--- config.mk ---
export PLATFORM = sky130hd
export DESIGN_NAME = prog_loader_flat
export DESIGN_NICKNAME = d
export VERILOG_FILES = /design/src/rtl/prog_loader_if.sv /design/src/rtl/prog_loader.sv /design/src/flat_wrapper.sv
export SDC_FILE = /design/constraint.sdc
export NUM_CORES = 1
export LEC_CHECK = 0
export ABC_AREA = 1
export CORE_ASPECT_RATIO = 0.8
export CORE_MARGIN = 5
export CORE_UTILIZATION = 30
export CTS_CLUSTER_DIAMETER = 200
export DETAILED_ROUTE_END_ITERATION = 10
export GPL_TIMING_DRIVEN = 0
export HOLD_SLACK_MARGIN = 0.1
export PLACE_DENSITY = 0.57
export SYNTH_ARGS = -nofsm -noshare
export SYNTH_HDL_FRONTEND = slang
export SYNTH_SLANG_ARGS = --single-unit
--- constraint.sdc ---
create_clock -name clk -period 2.7 [get_ports clk]
set_input_delay 0.54 -clock clk [delete_from_list [all_inputs] [get_ports clk]]
set_output_delay 0.54 -clock clk [all_outputs]
set_load 0.05 [all_outputs]
--- src/rtl/prog_loader_if.sv ---
// rtl/prog_loader_if.sv - byte stream and RAM port bundle for the program loader
interface prog_loader_if #(
    parameter int DATA_WIDTH    = 8,
    parameter int ADDRESS_WIDTH = 5
);
    // host byte stream
    logic [DATA_WIDTH-1:0]    in_data;
    logic                     in_valid;
    logic                     in_ready;
    // shared RAM port
    logic [ADDRESS_WIDTH-1:0] mem_add;
    logic [DATA_WIDTH-1:0]    mem_data_w;
    logic                     mem_wr;
    logic                     mem_rd;
    logic [DATA_WIDTH-1:0]    mem_data_r;

    // loader side
    modport master (
        input  in_data, in_valid, mem_data_r,
        output in_ready, mem_add, mem_data_w, mem_wr, mem_rd
    );

    // host source and RAM side
    modport slave (
        output in_data, in_valid, mem_data_r,
        input  in_ready, mem_add, mem_data_w, mem_wr, mem_rd
    );
endinterface

--- src/rtl/prog_loader.sv ---
// rtl/prog_loader.sv - streams a checksummed image into RAM, verifies it, then releases the CPU
module prog_loader #(
    parameter int DATA_WIDTH    = 8,
    parameter int ADDRESS_WIDTH = 5
) (
    input  logic                 clk,
    input  logic                 n_rst,
    input  logic                 start,
    input  logic                 cpu_halt,
    prog_loader_if.master        bus,
    output logic                 cpu_n_rst,
    output logic                 busy,
    output logic                 done,
    output logic                 err,
    output logic [1:0]           err_code
);
    localparam int DEPTH = 2 ** ADDRESS_WIDTH;
    localparam logic [DATA_WIDTH-1:0]    DEPTH_D  = DATA_WIDTH'(DEPTH);
    localparam logic [ADDRESS_WIDTH:0]   CNT_ONE  = {{ADDRESS_WIDTH{1'b0}}, 1'b1};
    localparam logic [ADDRESS_WIDTH-1:0] ADDR_ONE = {{(ADDRESS_WIDTH-1){1'b0}}, 1'b1};

    typedef enum logic [2:0] {
        IDLE, LEN, LOAD, CHK, VERIFY, RUN, ERROR
    } state_t;

    state_t                   state;
    logic [ADDRESS_WIDTH:0]   count;      // image length N, held for the whole load and verify
    logic [ADDRESS_WIDTH-1:0] widx;       // address of the next payload byte
    logic [DATA_WIDTH-1:0]    sum;        // running payload sum from the stream
    logic [DATA_WIDTH-1:0]    vsum;       // running sum of words read back from RAM
    logic                     rd_pending; // a read was issued last cycle; its data is on mem_data_r now

    logic                     accept;
    logic                     go_len;
    logic                     last_w;
    logic                     last_rd;
    logic [DATA_WIDTH-1:0]    chk_total;
    logic [DATA_WIDTH-1:0]    vsum_next;

    assign accept    = bus.in_valid & bus.in_ready;
    // a new load may begin from IDLE, from ERROR, or from RUN only while the CPU is halted
    assign go_len    = start & ((state == IDLE) | (state == ERROR) | ((state == RUN) & cpu_halt));
    assign last_w    = ({1'b0, widx} == (count - CNT_ONE));
    assign last_rd   = ({1'b0, bus.mem_add} == (count - CNT_ONE));
    assign chk_total = sum + bus.in_data;
    assign vsum_next = vsum + bus.mem_data_r;

    // loader state machine; every output is a register updated here
    always_ff @(posedge clk or negedge n_rst) begin
        if (!n_rst) begin
            state          <= IDLE;
            cpu_n_rst      <= 1'b0;
            bus.in_ready   <= 1'b0;
            bus.mem_wr     <= 1'b0;
            bus.mem_rd     <= 1'b0;
            bus.mem_add    <= '0;
            bus.mem_data_w <= '0;
            busy           <= 1'b0;
            done           <= 1'b0;
            err            <= 1'b0;
            err_code       <= 2'd0;
            sum            <= '0;
            count          <= '0;
            widx           <= '0;
            vsum           <= '0;
            rd_pending     <= 1'b0;
        end else begin
            bus.mem_wr <= 1'b0;
            rd_pending <= bus.mem_rd;
            if (go_len) begin
                state        <= LEN;
                bus.in_ready <= 1'b1;
                busy         <= 1'b1;
                cpu_n_rst    <= 1'b0;
                done         <= 1'b0;
                err          <= 1'b0;
                err_code     <= 2'd0;
            end else begin
                case (state)
                    LEN: begin
                        if (accept) begin
                            if (bus.in_data == '0 || bus.in_data > DEPTH_D) begin
                                state        <= ERROR;
                                bus.in_ready <= 1'b0;
                                busy         <= 1'b0;
                                err          <= 1'b1;
                                err_code     <= 2'd1;
                            end else begin
                                state <= LOAD;
                                count <= bus.in_data[ADDRESS_WIDTH:0];
                                widx  <= '0;
                                sum   <= '0;
                            end
                        end
                    end
                    LOAD: begin
                        if (accept) begin
                            bus.mem_wr     <= 1'b1;
                            bus.mem_add    <= widx;
                            bus.mem_data_w <= bus.in_data;
                            sum            <= sum + bus.in_data;
                            widx           <= widx + ADDR_ONE;
                            if (last_w) begin
                                state <= CHK;
                            end
                        end
                    end
                    CHK: begin
                        if (accept) begin
                            bus.in_ready <= 1'b0;
                            if (chk_total != '0) begin
                                state    <= ERROR;
                                busy     <= 1'b0;
                                err      <= 1'b1;
                                err_code <= 2'd2;
                            end else begin
                                state       <= VERIFY;
                                bus.mem_rd  <= 1'b1;
                                bus.mem_add <= '0;
                                vsum        <= '0;
                            end
                        end
                    end
                    VERIFY: begin
                        if (bus.mem_rd) begin
                            if (last_rd) begin
                                bus.mem_rd <= 1'b0;
                            end else begin
                                bus.mem_add <= bus.mem_add + ADDR_ONE;
                            end
                        end
                        if (rd_pending) begin
                            vsum <= vsum_next;
                            // no read in flight any more: this is the last returned word
                            if (!bus.mem_rd) begin
                                busy <= 1'b0;
                                if (vsum_next == sum) begin
                                    state     <= RUN;
                                    cpu_n_rst <= 1'b1;
                                    done      <= 1'b1;
                                end else begin
                                    state    <= ERROR;
                                    err      <= 1'b1;
                                    err_code <= 2'd3;
                                end
                            end
                        end
                    end
                    default: begin
                    end
                endcase
            end
        end
    end
endmodule

--- src/flat_wrapper.sv ---
// flat-port wrapper written by rule: the top's interface ports become plain ports
module prog_loader_flat 
#(
    parameter int DATA_WIDTH    = 8,
    parameter int ADDRESS_WIDTH = 5
)
  (clk, n_rst, start, cpu_halt, cpu_n_rst, busy, done, err, err_code, bus_in_data, bus_in_valid, bus_mem_data_r, bus_in_ready, bus_mem_add, bus_mem_data_w, bus_mem_wr, bus_mem_rd);
  prog_loader_if #(.DATA_WIDTH(DATA_WIDTH), .ADDRESS_WIDTH(ADDRESS_WIDTH)) bus_i ();
  input  logic clk;
  input  logic n_rst;
  input  logic start;
  input  logic cpu_halt;
  output logic cpu_n_rst;
  output logic busy;
  output logic done;
  output logic err;
  output logic [1:0] err_code;
  input wire logic [$bits(bus_i.in_data)-1:0] bus_in_data;
  input wire logic [$bits(bus_i.in_valid)-1:0] bus_in_valid;
  input wire logic [$bits(bus_i.mem_data_r)-1:0] bus_mem_data_r;
  output wire logic [$bits(bus_i.in_ready)-1:0] bus_in_ready;
  output wire logic [$bits(bus_i.mem_add)-1:0] bus_mem_add;
  output wire logic [$bits(bus_i.mem_data_w)-1:0] bus_mem_data_w;
  output wire logic [$bits(bus_i.mem_wr)-1:0] bus_mem_wr;
  output wire logic [$bits(bus_i.mem_rd)-1:0] bus_mem_rd;
  assign bus_i.in_data = bus_in_data;
  assign bus_i.in_valid = bus_in_valid;
  assign bus_i.mem_data_r = bus_mem_data_r;
  assign bus_in_ready = bus_i.in_ready;
  assign bus_mem_add = bus_i.mem_add;
  assign bus_mem_data_w = bus_i.mem_data_w;
  assign bus_mem_wr = bus_i.mem_wr;
  assign bus_mem_rd = bus_i.mem_rd;
  prog_loader #(.DATA_WIDTH(DATA_WIDTH), .ADDRESS_WIDTH(ADDRESS_WIDTH)) u_core (.clk(clk), .n_rst(n_rst), .start(start), .cpu_halt(cpu_halt), .bus(bus_i), .cpu_n_rst(cpu_n_rst), .busy(busy), .done(done), .err(err), .err_code(err_code));
endmodule
Yosys cells after proc, flatten, opt, wreduce, memory -nomap -nowiden
Cells that the tools add are included.
Widths: inputs -> output; s select.
{ "word_totals": {"reg_bits": 52, "inputBits": 21, "word_cells": 150} }
{ "op_classes": {"n_addsub": 5, "order_cmp": 1, "eq_ne": 27, "muxes": 71, "bitwise_logic": 7, "reduce_logical": 24} }
{ "op_table": {"columns": ["op", "n"], "rows": [
  ["$mux 8", 6],
  ["$mux 5", 8],
  ["$pmux 8 s2", 2],
  ["$mux 1", 29],
  ["$mux 3", 8],
  ["$ne 3x1->1 const B", 7],
  ["$reduce_and 7->1", 3],
  ["$mux 2", 10],
  ["$add 8x8->8", 2],
  ["$reduce_and 4->1", 4],
  ["$pmux 5 s3", 1],
  ["$eq 5x6->1", 2],
  ["$pmux 3 s4", 1],
  ["$add 5x1->5 const B", 2],
  ["$ne 2x1->1 const B", 5],
  ["$pmux 5 s2", 1],
  ["$reduce_and 5->1", 2],
  ["$reduce_bool 2->1", 5],
  ["$eq 3x3->1 const B", 3],
  ["$eq 8x8->1", 1],
  ["$gt 8x6->1 const B", 1],
  ["$logic_not 8->1", 1],
  ["$ne 2x2->1 const B", 4],
  ["$reduce_and 8->1", 1],
  ["other kinds (18)", 26]
]} }

Depth between registers and ports, before layout
Gate-level depths: netlist of the first run.
{ "logic_depth": {"depth_word": 7, "mapped_depth": 15} }

Worst setup path after synthesis of the first run
No wires, ideal clock.
{ "synth_timing": {"path_kind": "in2reg", "start": "input bus_in_data[0]", "end": "register u_core.bus.mem_add[0]", "arrival_time_ps": 2358, "t_required_ps": 2580, "path_slack_ps": 222, "path_stages": 11, "path_buffers": 0, "path_cell_list": "ha_1 fa_1 or2_2 nor2_1 nand3_1 nor2_1 nand2_1 a21boi_4 nand2_2 nand2_1 nand2_1"} }
{ "synth_via": {"elab_chain_cells": 4} }
{ "synth_lines": {"columns": ["element", "line", "rtl"], "rows": [
  ["start, declared", "flat_wrapper.sv:18", "input wire logic [$bits(bus_i.in_data)-1:0] bus_in_data;"],
  ["$add 8x8->8", "prog_loader.sv:45", "assign chk_total = sum + bus.in_data;"],
  ["$reduce_bool 8->1", "prog_loader.sv:111", "if (chk_total != '0) begin"],
  ["$ne 2x2->1 (no line)", null, null],
  ["$reduce_and 7->1 (no line)", null, null],
  ["end signal, assigned", "prog_loader.sv:99", "bus.mem_add <= widx;"],
  ["end signal, assigned", "prog_loader.sv:129", "bus.mem_add <= bus.mem_add + ADDR_ONE;"],
  ["end, declared", "prog_loader_if.sv:20", "output in_ready, mem_add, mem_data_w, mem_wr, mem_rd"]
]} }
Every way passes these cells.
A chain may end at the register's enable or synchronous reset.

Worst setup path in the final report of the first run
{ "layout_timing": {"start": "input bus_in_data[1]", "end": "register u_core.bus.mem_rd"} }
{ "layout_via": {"elab_chain_cells": 4} }
{ "layout_lines": {"columns": ["element", "line", "rtl"], "rows": [
  ["$add 8x8->8", "prog_loader.sv:45", null],
  ["$reduce_bool 8->1", "prog_loader.sv:111", null],
  ["$ne 2x2->1 (no line)", null, null],
  ["$reduce_and 4->1 (no line)", null, null],
  ["end signal, assigned", "prog_loader.sv:55", "bus.mem_rd <= 1'b0;"],
  ["end signal, assigned", "prog_loader.sv:118", "bus.mem_rd <= 1'b1;"],
  ["end signal, assigned", "prog_loader.sv:127", "bus.mem_rd <= 1'b0;"],
  ["end, declared", "prog_loader_if.sv:20", null]
]} }
Every way passes these cells.

==> reports/metrics.yaml, run 1 <==
critical_path:
  start_kind: "input port"
  reg2reg_depth: 12
  criticalPathCategory: "in -> reg"
  worstPathCellList: "dlygate4sd2_1 -> fa_1 -> or2_2 -> nor2_1 -> nand3_1 -> nor2_2 -> nand2_2 -> a21boi_4 -> buf_4 -> nand2_1 -> nand2_1 -> nand2_1"
  critPathSlowestCell: "fa_1"
  critPathBufInv: 2
  cp_num_cells: 12
  critPathMostFrequentCell: "nand2_1"
  path_max_fanout: 5
  critPathCaptureType: "flip-flop"
  crit_arrival_ns: 2.74
  max_stage_delay_ns: 0.53
  critPathRequiredTime_ns: 2.89
  cp_top_family: "simple AND/OR/NAND/NOR gates"
grt:
  grtUsageTotal: 0.139
  grt_pass1_vias: 3443
  top_usage_layer: "met2"
  antenna_found_initial: 0
  grt_overflow_total: 0
  grt_pass1_wl_mm: 16.5
  grt_max_degree: 31
  use_met3: 0.0284
  met1_usage: 0.194
  use_met2: 0.222
power_and_ir_drop:
  p_leak_nw: 2.28
  irDropWorstVdd_v: 0.000244
  p_per_area_mw_per_mm2: 353
sta:
  tightestPinTransition_ns: 0.722
  timing.final.crit_share: 0.945
  fin_skew_ns: 0.00571
  max_slew_margin: 0.519
  final-max-slew-violation-count: 0
  fmax_mhz: 392
  rsz0062_at_grt: "no"
  finalWorstSetupSlack_ns: 0.149
  fin_crit_ns: 2.55
  hold_violations: 0
  setup_violations: 0
cells_and_area:
  syn_to_final_growth_pct: 23.9
  utilization: 0.375
  drive_above_1_share: 0.0974
  final_cells: 727
  layout.area.seq_sq_mm: 0.00130
  antenna_cells: 0
  nFillCells: 1266
  fin_area_sq_mm: 0.00451
  finalNetCount: 614
  multi_input_area_sq_mm: 0.00213
logic_synthesis:
  syn_nets: 562
  ys_warn_count: 0
  muxShareOfSynthArea: 0
  synth_top_area_share: 0.357
  yosys-top-cells-area: "dfrtp_1 36%, nand2_1 18%, nand3_1 8.9%"
  synth_top_family_by_area: "simple AND/OR/NAND/NOR gates"
  synthesis.area_sq_mm: 0.00364
  synth.distinct_cells: 36
  synthSimpleGateAreaFrac: 0.387
  synth_seq_cells: 52
  synth_compound_area_frac: 0.0804
  syn_avg_cell_area_sq_um: 6.98
  yosys.area_share.adder: 0.0694
  seq_area_frac_synth: 0.357
  synthXorXnorAreaFrac: 0.0240
  post-synth-top-area-cell: "dfrtp_1"
  syn_inst: 522
routing:
  dr.pass1.iters: 6
  routed_via_density: 4.90
  postRouteAntennaNets: 0
  drtIter0Drc: 287
  routedWlPerCell_um: 13.5
  drc: 0
  vias: 3564
  routed_wl_mm: 9.78
cts:
  cts_inserted_buffers: 5
  h-tree-depth: 2
  clock-sinks: 52
  tritoncts: "done"
  root_buffer: "clkbuf_16"
  cts.clk_slew.worst_paths_ns: 0.07
  cts_max_path_buffers: 2
  ctsHoldBuffers: 0
  clk_latency_ns: 0.30
place:
  place_hpwl_mm: 7.61
  post-place-ws_ns: -0.716
  portBuffers: 42
  place_inst: 717
  post_dp_cell_area_sq_mm: 0.00427
  gp_congestion: 0.876
die:
  coreArea_sq_mm: 0.0120
  dieArea_sq_mm: 0.0145
  initial_core_util: 0.303
  fp.dieW_um: 133
  die-height_um: 109
  io_pins: 43
  rows: 36
run_status:
  outcome: "finished, final reports clean"
hold_path:
  holdCritPathClass: "in -> async"
run:
  maxCapViolations: 0
-- worst reg2reg max path, stage by stage (launching register included) --
cell and delay, ns:
dfrtp_1 0.43, ha_4 0.19, fa_1 0.46, or2_2 0.30, nor2_1 0.11, nand3_1 0.10, nor2_2 0.17, nand2_2 0.13
a21boi_4 0.22, buf_4 0.15, nand2_1 0.04, nand2_1 0.06, nand2_1 0.04
-- area by class of cell --
| cell class | instances | area share |
|---|---|---|
| flip-flops and latches | 52 | 0.288 |
| plain buffers | 7 | 0.00804 |
| well taps | 152 | 0.0422 |
| clock buffers | 6 | 0.0308 |
| multi-input cells | 393 | 0.471 |
| clock inverters | 2 | 0.00222 |
| repair buffers | 45 | 0.0990 |
| inverters | 70 | 0.0582 |
-- per-layer routing --
layer	share of wire	routed length, um
met4	0.011	107
met2	0.45	4400
met3	0.042	408
met1	0.50	4870
met5	0	0
-- final timing paths --
path / end / slack [ns] / from
min: u_core.bus.mem_add[4]$_DFFE_PN0P_ / 0.23 / n_rst
max: u_core.bus.mem_rd$_DFFE_PN0P_ / 0.15 / bus_in_data[1]
min reg2reg: u_core.rd_pending$_DFF_PN0_ / 0.45 / u_core.bus.mem_rd$_DFFE_PN0P_
max reg2reg: u_core.bus.mem_rd$_DFFE_PN0P_ / 0.19 / u_core.sum[0]$_DFFE_PN0P_
max in group asynchronous: u_core.sum[1]$_DFFE_PN0P_ / 1.91 / n_rst
min in group clk: u_core.rd_pending$_DFF_PN0_ / 0.45 / u_core.bus.mem_rd$_DFFE_PN0P_
-- where the power goes --
| part | internal [W] | leakage [nW] | total [W] | switching, W |
|---|---|---|---|---|
| Sequential | 0.000778 | 0.654 | 0.000778 | 0 |
| Clock | 0.000367 | 0.0766 | 0.000667 | 0.000300 |
| Combinational | 0.0000614 | 1.55 | 0.000145 | 0.0000838 |
| Total | 0.00121 | 2.28 | 0.00159 | 0.000384 |
-- cells in the final DEF (no fill, tap or decap), drive strengths merged --
cell type / netlist / routed
xor2: 8 / 8
a21boi: 1 / 1
nor2: 48 / 48
nand3b: 3 / 3
ha: 17 / 17
clkbuf: 3 / 9
o21bai: 2 / 2
fa: 2 / 2
dfrtp: 52 / 52
dlygate4sd2: 0 / 1
o21ai: 21 / 21
nand3: 67 / 67
o32ai: 1 / 1
or2: 3 / 3
dlymetal6s2s: 0 / 1
inv: 70 / 70
xnor2: 2 / 2
a21oi: 14 / 14
nand2: 179 / 179
clkdlybuf4s50: 0 / 38
buf: 4 / 9
clkinv: 0 / 2
o31ai: 4 / 4
o22ai: 3 / 3
nand4: 16 / 16
a31oi: 2 / 2
-- synthesized netlist by cell type --
| library cell | number |
|---|---|
| nand2_1 | 177 |
| nand3_1 | 65 |
| inv_1 | 62 |
| dfrtp_1 | 52 |
| nor2_1 | 39 |
| ha_1 | 17 |
| o21ai_0 | 17 |
| nand4_1 | 15 |
| a21oi_1 | 13 |
| inv_2 | 8 |
| xor2_1 | 8 |
| nor2_2 | 4 |
| nor2_4 | 4 |
| o21ai_1 | 4 |
| o31ai_1 | 4 |
| clkbuf_1 | 3 |
| nand3b_1 | 3 |
| o22ai_1 | 3 |
| buf_2 | 2 |
| buf_4 | 2 |
| fa_1 | 2 |
| nand2_2 | 2 |
| nand3_2 | 2 |
| xnor2_1 | 2 |
| a21boi_4 | 1 |
| a21oi_2 | 1 |
| a31oi_1 | 1 |
| a31oi_2 | 1 |
| nand4_2 | 1 |
| nor2_8 | 1 |
| o21bai_1 | 1 |
| o21bai_2 | 1 |
| o32ai_1 | 1 |
| or2_1 | 1 |
| or2_2 | 1 |
| or2_4 | 1 |
-- timing repair --
action	4_1_cts	5_1_grt
pin swaps	1	7
endpoints found under the setup margin	18	19
gates resized for setup	9	13
setup buffers	0	2
gates cloned	0	0
-- cell families after synthesis --
group | after synthesis
simple gates | 316
buf+inv | 77
flops | 52
compound gates | 48
fa+ha+maj | 19
xor+xnor | 10
-- sequential cells by signal, summed over array words and instances (netlist names) --
register and count:
u_core.vsum 8, u_core.widx 5, u_core.err_code 2, u_core.err 1, u_core.state 3, u_core.bus.in_ready 1, u_core.bus.mem_wr 1, u_core.bus.mem_data_w 8
u_core.bus.mem_rd 1, u_core.bus.mem_add 5, u_core.cpu_n_rst 1, u_core.rd_pending 1, u_core.count 6, u_core.sum 8, u_core.busy 1
-- per-stage QoR --
step                      hold slack, ns  setup TNS, ns  power, W
after floorplan                    0.244              0  0.000863
after global placement             0.429         -44.36  0.000930
after detailed placement           0.431         -12.06  0.000934
after CTS                          0.252              0   0.00161
after global routing               0.282              0   0.00166
final                              0.231              0   0.00159
Power figures use the tool's default switching activity.
==> run 2, diff against run 1 <==
--- a/config.mk
+++ b/config.mk
@@ -7,13 +7,14 @@
 export LEC_CHECK = 0
 export ABC_AREA = 1
 export CORE_ASPECT_RATIO = 0.8
-export CORE_MARGIN = 5
 export CORE_UTILIZATION = 30
 export CTS_CLUSTER_DIAMETER = 200
+export CTS_CLUSTER_SIZE = 40
 export DETAILED_ROUTE_END_ITERATION = 10
+export DONT_BUFFER_PORTS = 1
 export GPL_TIMING_DRIVEN = 0
 export HOLD_SLACK_MARGIN = 0.1
-export PLACE_DENSITY = 0.57
+export PLACE_DENSITY = 0.53
 export SYNTH_ARGS = -nofsm -noshare
 export SYNTH_HDL_FRONTEND = slang
 export SYNTH_SLANG_ARGS = --single-unit
==> run 2 against run 1 <==
The run now ends with DRC left. Fmax rose by 1.4%. Clock power up 3.1%. Clock-buffer cell count increased by 1. Flip-flop and latch count unchanged. Hold slack worse by 0.13 ns. Critical endpoint is now u_core.bus.mem_add[3]$_DFFE_PN0P_. Largest power group unchanged.
==> reports/metrics.yaml, run 2 (synthesized netlist as in run 1, its figures left out) <==
routing:
  routed_via_density: 4.85  # -1.0%
  routed_wl_mm: 9.51  # -2.8%
  routedWlPerCell_um: 14.0  # +3.9%
  postRouteAntennaNets: 0  # unchanged
  vias: 3299  # -7.4%
  drtIter0Drc: 251  # -13%
  drc: 4  # +4
  dr.pass1.iters: 10  # +4
cells_and_area:
  nFillCells: 1248  # -1.4%
  drive_above_1_share: 0.0902  # -0.00717
  finalNetCount: 572  # -6.8%
  syn_to_final_growth_pct: 11.7
  final_common_cell: "nand2_1"
  top_regs: "u_core.bus.mem_data_w: 8 flops, u_core.sum: 8 flops, u_core.vsum: 8 flops"
  antenna_cells: 0  # unchanged
  layout_common_cells: "176 x nand2_1, 64 x nand3_1, 62 x inv_1, 52 x dfrtp_1, 36 x nor2_1"
cts:
  tritoncts: "done"
  cts_inserted_buffers: 5  # unchanged
  cts_max_path_buffers: 2  # unchanged
  clk_latency_ns: 0.29  # about the same
  cts.clk_slew.worst_paths_ns: 0.07  # about the same
  clock-sinks: 52  # unchanged
  h-tree-depth: 2  # unchanged
  root_buffer: "clkbuf_16"
sta:
  setup_violations: 0  # unchanged
  final-max-slew-violation-count: 0  # unchanged
  hold_violations: 0  # unchanged
  fin_crit_ns: 2.52  # -0.0345 ns
  fin_skew_ns: 0.00668  # +0.000974 ns
  tightestPinTransition_ns: 0.769  # +0.0467 ns
  rsz0062_at_grt: "no"
  finalWorstSetupSlack_ns: 0.184  # +0.0345 ns
  fmax_mhz: 397  # +1.4%
  max_slew_margin: 0.488  # -0.0311
  setup_tns_ns: 0  # unchanged
  timing.final.crit_share: 0.932  # -0.0128
critical_path:
  critPathRequiredTime_ns: 2.88  # about the same
  crit_arrival_ns: 2.70  # -0.04 ns
  start_kind: "flip-flop"
  critPathCaptureType: "flip-flop"
  path_max_fanout: 8  # +3
  criticalPathCategory: "reg -> reg"
place:
  post-place-ws_ns: -0.0884  # +0.628 ns
  portBuffers: 0  # -100%
  gp_congestion: 0.829  # -5.4%
  place_hpwl_mm: 7.27  # -4.4%
power_and_ir_drop:
  irDropWorstVdd_v: 0.000226  # -7.3%
  p_per_area_mw_per_mm2: 388  # +9.9%
  p_leak_nw: 2.13  # -6.9%
die:
  initial_core_util: 0.313  # +0.00982
  die-height_um: 101  # -7.4%
  fp.dieW_um: 125  # -6.0%
  coreArea_sq_mm: 0.0116  # -3.1%
  io_pins: 43  # unchanged
  rows: 35  # -2.8%
  dieArea_sq_mm: 0.0126  # -13%
run:
  maxCapViolations: 0  # unchanged
grt:
  grtUsageTotal: 0.162  # +0.0227
  grt_max_degree: 53  # +71%
  antenna_found_initial: 0  # unchanged
  grt_pass1_wl_mm: 16.2  # -1.5%
  grt_pass1_vias: 3166  # -8.0%
  grt_overflow_total: 0  # unchanged
run_status:
  violations: "DRC"
  outcome: "complete, but fails checks"
hold_path:
  holdCritPathClass: "in -> async"
==> run 2: cell types whose count changed in the layout (fill, tap and decap cells not counted), sizes merged <==
cell,before,now
dlymetal6s2s,1,0
clkinv,2,0
buf,9,7
clkbuf,9,10
dlygate4sd2,1,0
clkdlybuf4s50,38,0
==> run 2: area by class of cell <==
| cell class | instances | area (sq um) | share of cell area |
|---|---|---|---|
| buffer | 7 | 36.3 | 0.00892 |
| clock buffer | 7 | 153 | 0.0375 |
| inverter | 70 | 263 | 0.0646 |
| multi-input combinational | 393 | 2090 | 0.513 |
| sequential | 52 | 1300 | 0.320 |
| tap | 148 | 185 | 0.0455 |
| timing repair buffer | 3 | 42.5 | 0.0105 |
==> run 2: repair_timing <==
action,in CTS,in global routing
resized for setup,0,10
buffers inserted,0,2
endpoints found under the hold margin,52,0
endpoints found under the setup margin,0,18
hold buffers,1,0
==> run 2: critical path, cell delays in order (launching register included) <==
cell and delay, ns:
dfrtp_1 0.43, ha_4 0.19, fa_1 0.50, or2_4 0.26, nor2_1 0.08, nand3_1 0.08, nor2_2 0.18, nand2_2 0.13
a21boi_4 0.29, nand2_2 0.13, nand2_1 0.07, nand2_1 0.06
==> run 2: routing by layer <==
metal | up-vias | part of all wire | GRT usage
li1 | 1701 | - | -
met1 | 1529 | 0.52 | 0.236
met2 | 63 | 0.43 | 0.249
met3 | 6 | 0.047 | 0.0318
met4 | 0 | 0.0068 | 0.0310
met5 | - | 0 | 0
==> run 2: final timing paths <==
kind	start	endpoint	slack, ns	cells after the start
max	u_core.sum[0]$_DFFE_PN0P_	u_core.bus.mem_add[3]$_DFFE_PN0P_	0.18	11
min	n_rst	u_core.bus.mem_add[2]$_DFFE_PN0P_	0.10	1
max reg2reg	u_core.sum[0]$_DFFE_PN0P_	u_core.bus.mem_add[3]$_DFFE_PN0P_	0.18	11
min reg2reg	u_core.vsum[6]$_DFFE_PN0P_	u_core.vsum[6]$_DFFE_PN0P_	0.49	2
max in group asynchronous	n_rst	u_core.sum[0]$_DFFE_PN0P_	2.36	1
min in group clk	bus_in_data[0]	u_core.bus.mem_data_w[0]$_DFFE_PN0P_	0.36	2
==> run 2: through the flow <==
step	total power (W)	std cells	instance area, sq um	hold slack (ns)	util
3_3_place_gp	0.000877	670	3830	0.246	0.329
3_5_place_dp	0.000879	670	3830	0.246	0.329
4_1_cts	0.00159	678	4010	0.116	0.344
5_1_grt	0.00164	680	4070	0.123	0.349
2_1_floorplan	0.000863	522	3640	0.244	-
6_report	0.00158	680	4070	0.105	0.349
==> run 2: report_power, final <==
group	switching (W)	internal, W	total [W]	leakage (nW)
Sequential	0	0.000778	0.000778	0.654
Combinational	0.0000705	0.0000402	0.000111	1.40
Clock	0.000297	0.000391	0.000688	0.0760
==> run 3, diff against run 2 <==
--- a/config.mk
+++ b/config.mk
@@ -14,7 +14,7 @@
 export DONT_BUFFER_PORTS = 1
 export GPL_TIMING_DRIVEN = 0
 export HOLD_SLACK_MARGIN = 0.1
-export PLACE_DENSITY = 0.53
+export PLACE_DENSITY = 0.54
 export SYNTH_ARGS = -nofsm -noshare
 export SYNTH_HDL_FRONTEND = slang
 export SYNTH_SLANG_ARGS = --single-unit
==> constraint.sdc (replaced) <==
create_clock -name clk -period 2.2 [get_ports clk]
set_input_delay 0.44 -clock clk [delete_from_list [all_inputs] [get_ports clk]]
set_output_delay 0.44 -clock clk [all_outputs]
set_load 0.05 [all_outputs]
==> run 3 against run 2 <==
The flow finishes with violations (DRC, setup timing). Hold slack better by 0.15 ns. Clock skew shrank 0.0021 ns. Global-route usage is 0.13 points lower.
==> reports/metrics.yaml, run 3 (synthesized netlist as in run 1, its figures left out) <==
run_status:
  outcome: "complete, but fails checks"
  violations: "DRC, setup timing"
sta:
  setup_tns_ns: -1.57  # -1.57 ns
  hold_slack_ns: 0.254  # +0.149 ns
  finalWorstSetupSlack_ns: -0.140  # -0.324 ns
  hold_violations: 0  # unchanged
  rsz0062_at_grt: "yes"
  fmax_mhz: 427  # +7.5%
  tightestPinTransition_ns: 0.761  # -0.00785 ns
  fin_skew_ns: 0.00458  # -0.00210 ns
  setup_violations: 18  # +18
  fin_crit_ns: 2.34  # -0.176 ns
  max_slew_margin: 0.493  # +0.00523
  timing.final.crit_share: 1.06  # +0.132
  final-max-slew-violation-count: 0  # unchanged
die:
  io_pins: 43  # unchanged
  rows: 35  # unchanged
  initial_core_util: 0.313  # unchanged
  dieArea_sq_mm: 0.0126  # unchanged
  fp.dieW_um: 125  # unchanged
  die-height_um: 101  # unchanged
  coreArea_sq_mm: 0.0116  # unchanged
power_and_ir_drop:
  p_leak_nw: 2.18  # +2.3%
  total_power_w: 0.00203  # +29%
  p_per_area_mw_per_mm2: 476  # +23%
  irDropWorstVdd_v: 0.000288  # +27%
critical_path:
  critPathRequiredTime_ns: 2.39  # -0.49 ns
  critPathCaptureType: "flip-flop"
  crit_arrival_ns: 2.53  # -0.17 ns
  timing.critical_path.from: "u_core.sum[0]$_DFFE_PN0P_"
  r2r_start: "u_core.sum[0]$_DFFE_PN0P_"
  start_kind: "flip-flop"
  criticalPathCategory: "reg -> reg"
  path_max_fanout: 5  # -3
routing:
  drc: 4  # unchanged
  drtIter0Drc: 221  # -12%
  routedWlPerCell_um: 13.8  # -1.1%
  routed_wl_mm: 9.52  # +0.11%
  dr.pass1.iters: 9  # -1
  routed_via_density: 4.82  # -0.74%
  vias: 3313  # +0.42%
  postRouteAntennaNets: 0  # unchanged
place:
  post_dp_cell_area_sq_mm: 0.00385  # +0.52%
  portBuffers: 0  # unchanged
  place_hpwl_mm: 7.18  # -1.2%
  place_inst: 670  # unchanged
  gp_congestion: 0.856  # +3.3%
run:
  maxCapViolations: 0  # unchanged
grt:
  grt_pass1_wl_mm: 16.0  # -1.2%
  grt_overflow_total: 0  # unchanged
  grt_max_degree: 53  # unchanged
  antenna_found_initial: 0  # unchanged
  grt_pass1_vias: 3255  # +2.8%
  grtUsageTotal: 0.161  # -0.00128
cts:
  cts_inserted_buffers: 5  # unchanged
  clk_latency_ns: 0.30  # about the same
  cts_max_path_buffers: 2  # unchanged
  h-tree-depth: 2  # unchanged
  tritoncts: "done"
  root_buffer: "clkbuf_16"
  clock-sinks: 52  # unchanged
  cts.clk_slew.worst_paths_ns: 0.07  # about the same
cells_and_area:
  final_common_cell: "nand2_1"
  fin_area_sq_mm: 0.00426  # +4.7%
  layout_common_cells: "167 x nand2_1, 61 x inv_1, 59 x nand3_1, 51 x dfrtp_1, 33 x nor2_1"
  finalNetCount: 579  # +1.2%
  top_regs: "u_core.bus.mem_data_w: 8 flops, u_core.sum: 8 flops, u_core.vsum: 8 flops"
  syn_to_final_growth_pct: 17.0
  drive_above_1_share: 0.146  # +0.0561
  final_cells: 688  # +1.2%
  antenna_cells: 0  # unchanged
hold_path:
  holdCritPathClass: "in -> reg"
  min_from: "bus_in_data[6]"
-- run 3: cell count changes in the layout (fill, tap and decap cells not counted), sizes merged --
cell	delta
buf	+6
clkbuf	-2
bufinv	+1
clkinv	+1
clkinvlp	+1
dlygate4sd3	+1
-- run 3: routing by layer --
layer / track usage / routed length, um / vias to the layer above
met5: 0 / 0 / -
met4: 0.0422 / 114 / 0
met3: 0.0345 / 412 / 10
met2: 0.252 / 4180 / 53
met1: 0.225 / 4810 / 1520
li1: - / - / 1730
-- run 3: path summary, 6_finish.rpt --
| kind | to | slack, ns | cells past startpoint |
|---|---|---|---|
| max | u_core.bus.mem_add[1]$_DFFE_PN0P_ | -0.14 | 11 |
| min | u_core.bus.mem_data_w[6]$_DFFE_PN0P_ | 0.25 | 2 |
| max reg2reg | u_core.bus.mem_add[1]$_DFFE_PN0P_ | -0.14 | 11 |
| min reg2reg | u_core.vsum[6]$_DFFE_PN0P_ | 0.49 | 2 |
| max in group asynchronous | u_core.bus.in_ready$_DFFE_PN0P_ | 1.29 | 2 |
| min in group asynchronous | u_core.bus.mem_add[2]$_DFFE_PN0P_ | 0.67 | 2 |
-- run 3: critical path: stages (launching register included) --
cell	delay, ns
dfrtp_1	0.41
ha_4	0.18
fa_2	0.47
or2_4	0.25
nor2_4	0.08
nand3_2	0.08
nor2_4	0.16
nand2_4	0.09
a21boi_4	0.28
nand2_4	0.10
nand2_1	0.06
nand2_1	0.06
-- run 3: final cells by class --
type                    count  area [sq um]
fillers                  1261          7390
multi-input cells         393          2200
flip-flops and latches     52          1300
inverters                  70           263
well taps                 148           185
clock buffers               5           125
repair buffers             10           105
clock inverters             3          42.5
plain buffers               7          36.3
-- run 3: per-stage QoR --
stage	setup slack, ns	utilization
after floorplan	-0.0393	-
after global placement	-0.312	0.330
after detailed placement	-0.324	0.330
after CTS	-0.0817	0.359
after global routing	-0.271	0.366
final	-0.140	0.366
-- run 3: where the power goes --
| part | switching (W) | internal, W |
|---|---|---|
| Combinational | 0.0000949 | 0.0000576 |
| Sequential | 0 | 0.000955 |
| Clock | 0.000384 | 0.000536 |
| Total | 0.000479 | 0.00155 |
-- run 3: timing repair --
| item | 4_1_cts | 5_1_grt |
|---|---|---|
| cloned | 0 | 0 |
| pin swaps | 7 | 15 |
| hold buffers | 2 | 0 |
| endpoints found under the setup margin | 21 | 22 |
| hold endpoints to repair | 52 | 0 |
| gates resized for setup | 17 | 23 |
| setup buffers | 7 | 1 |
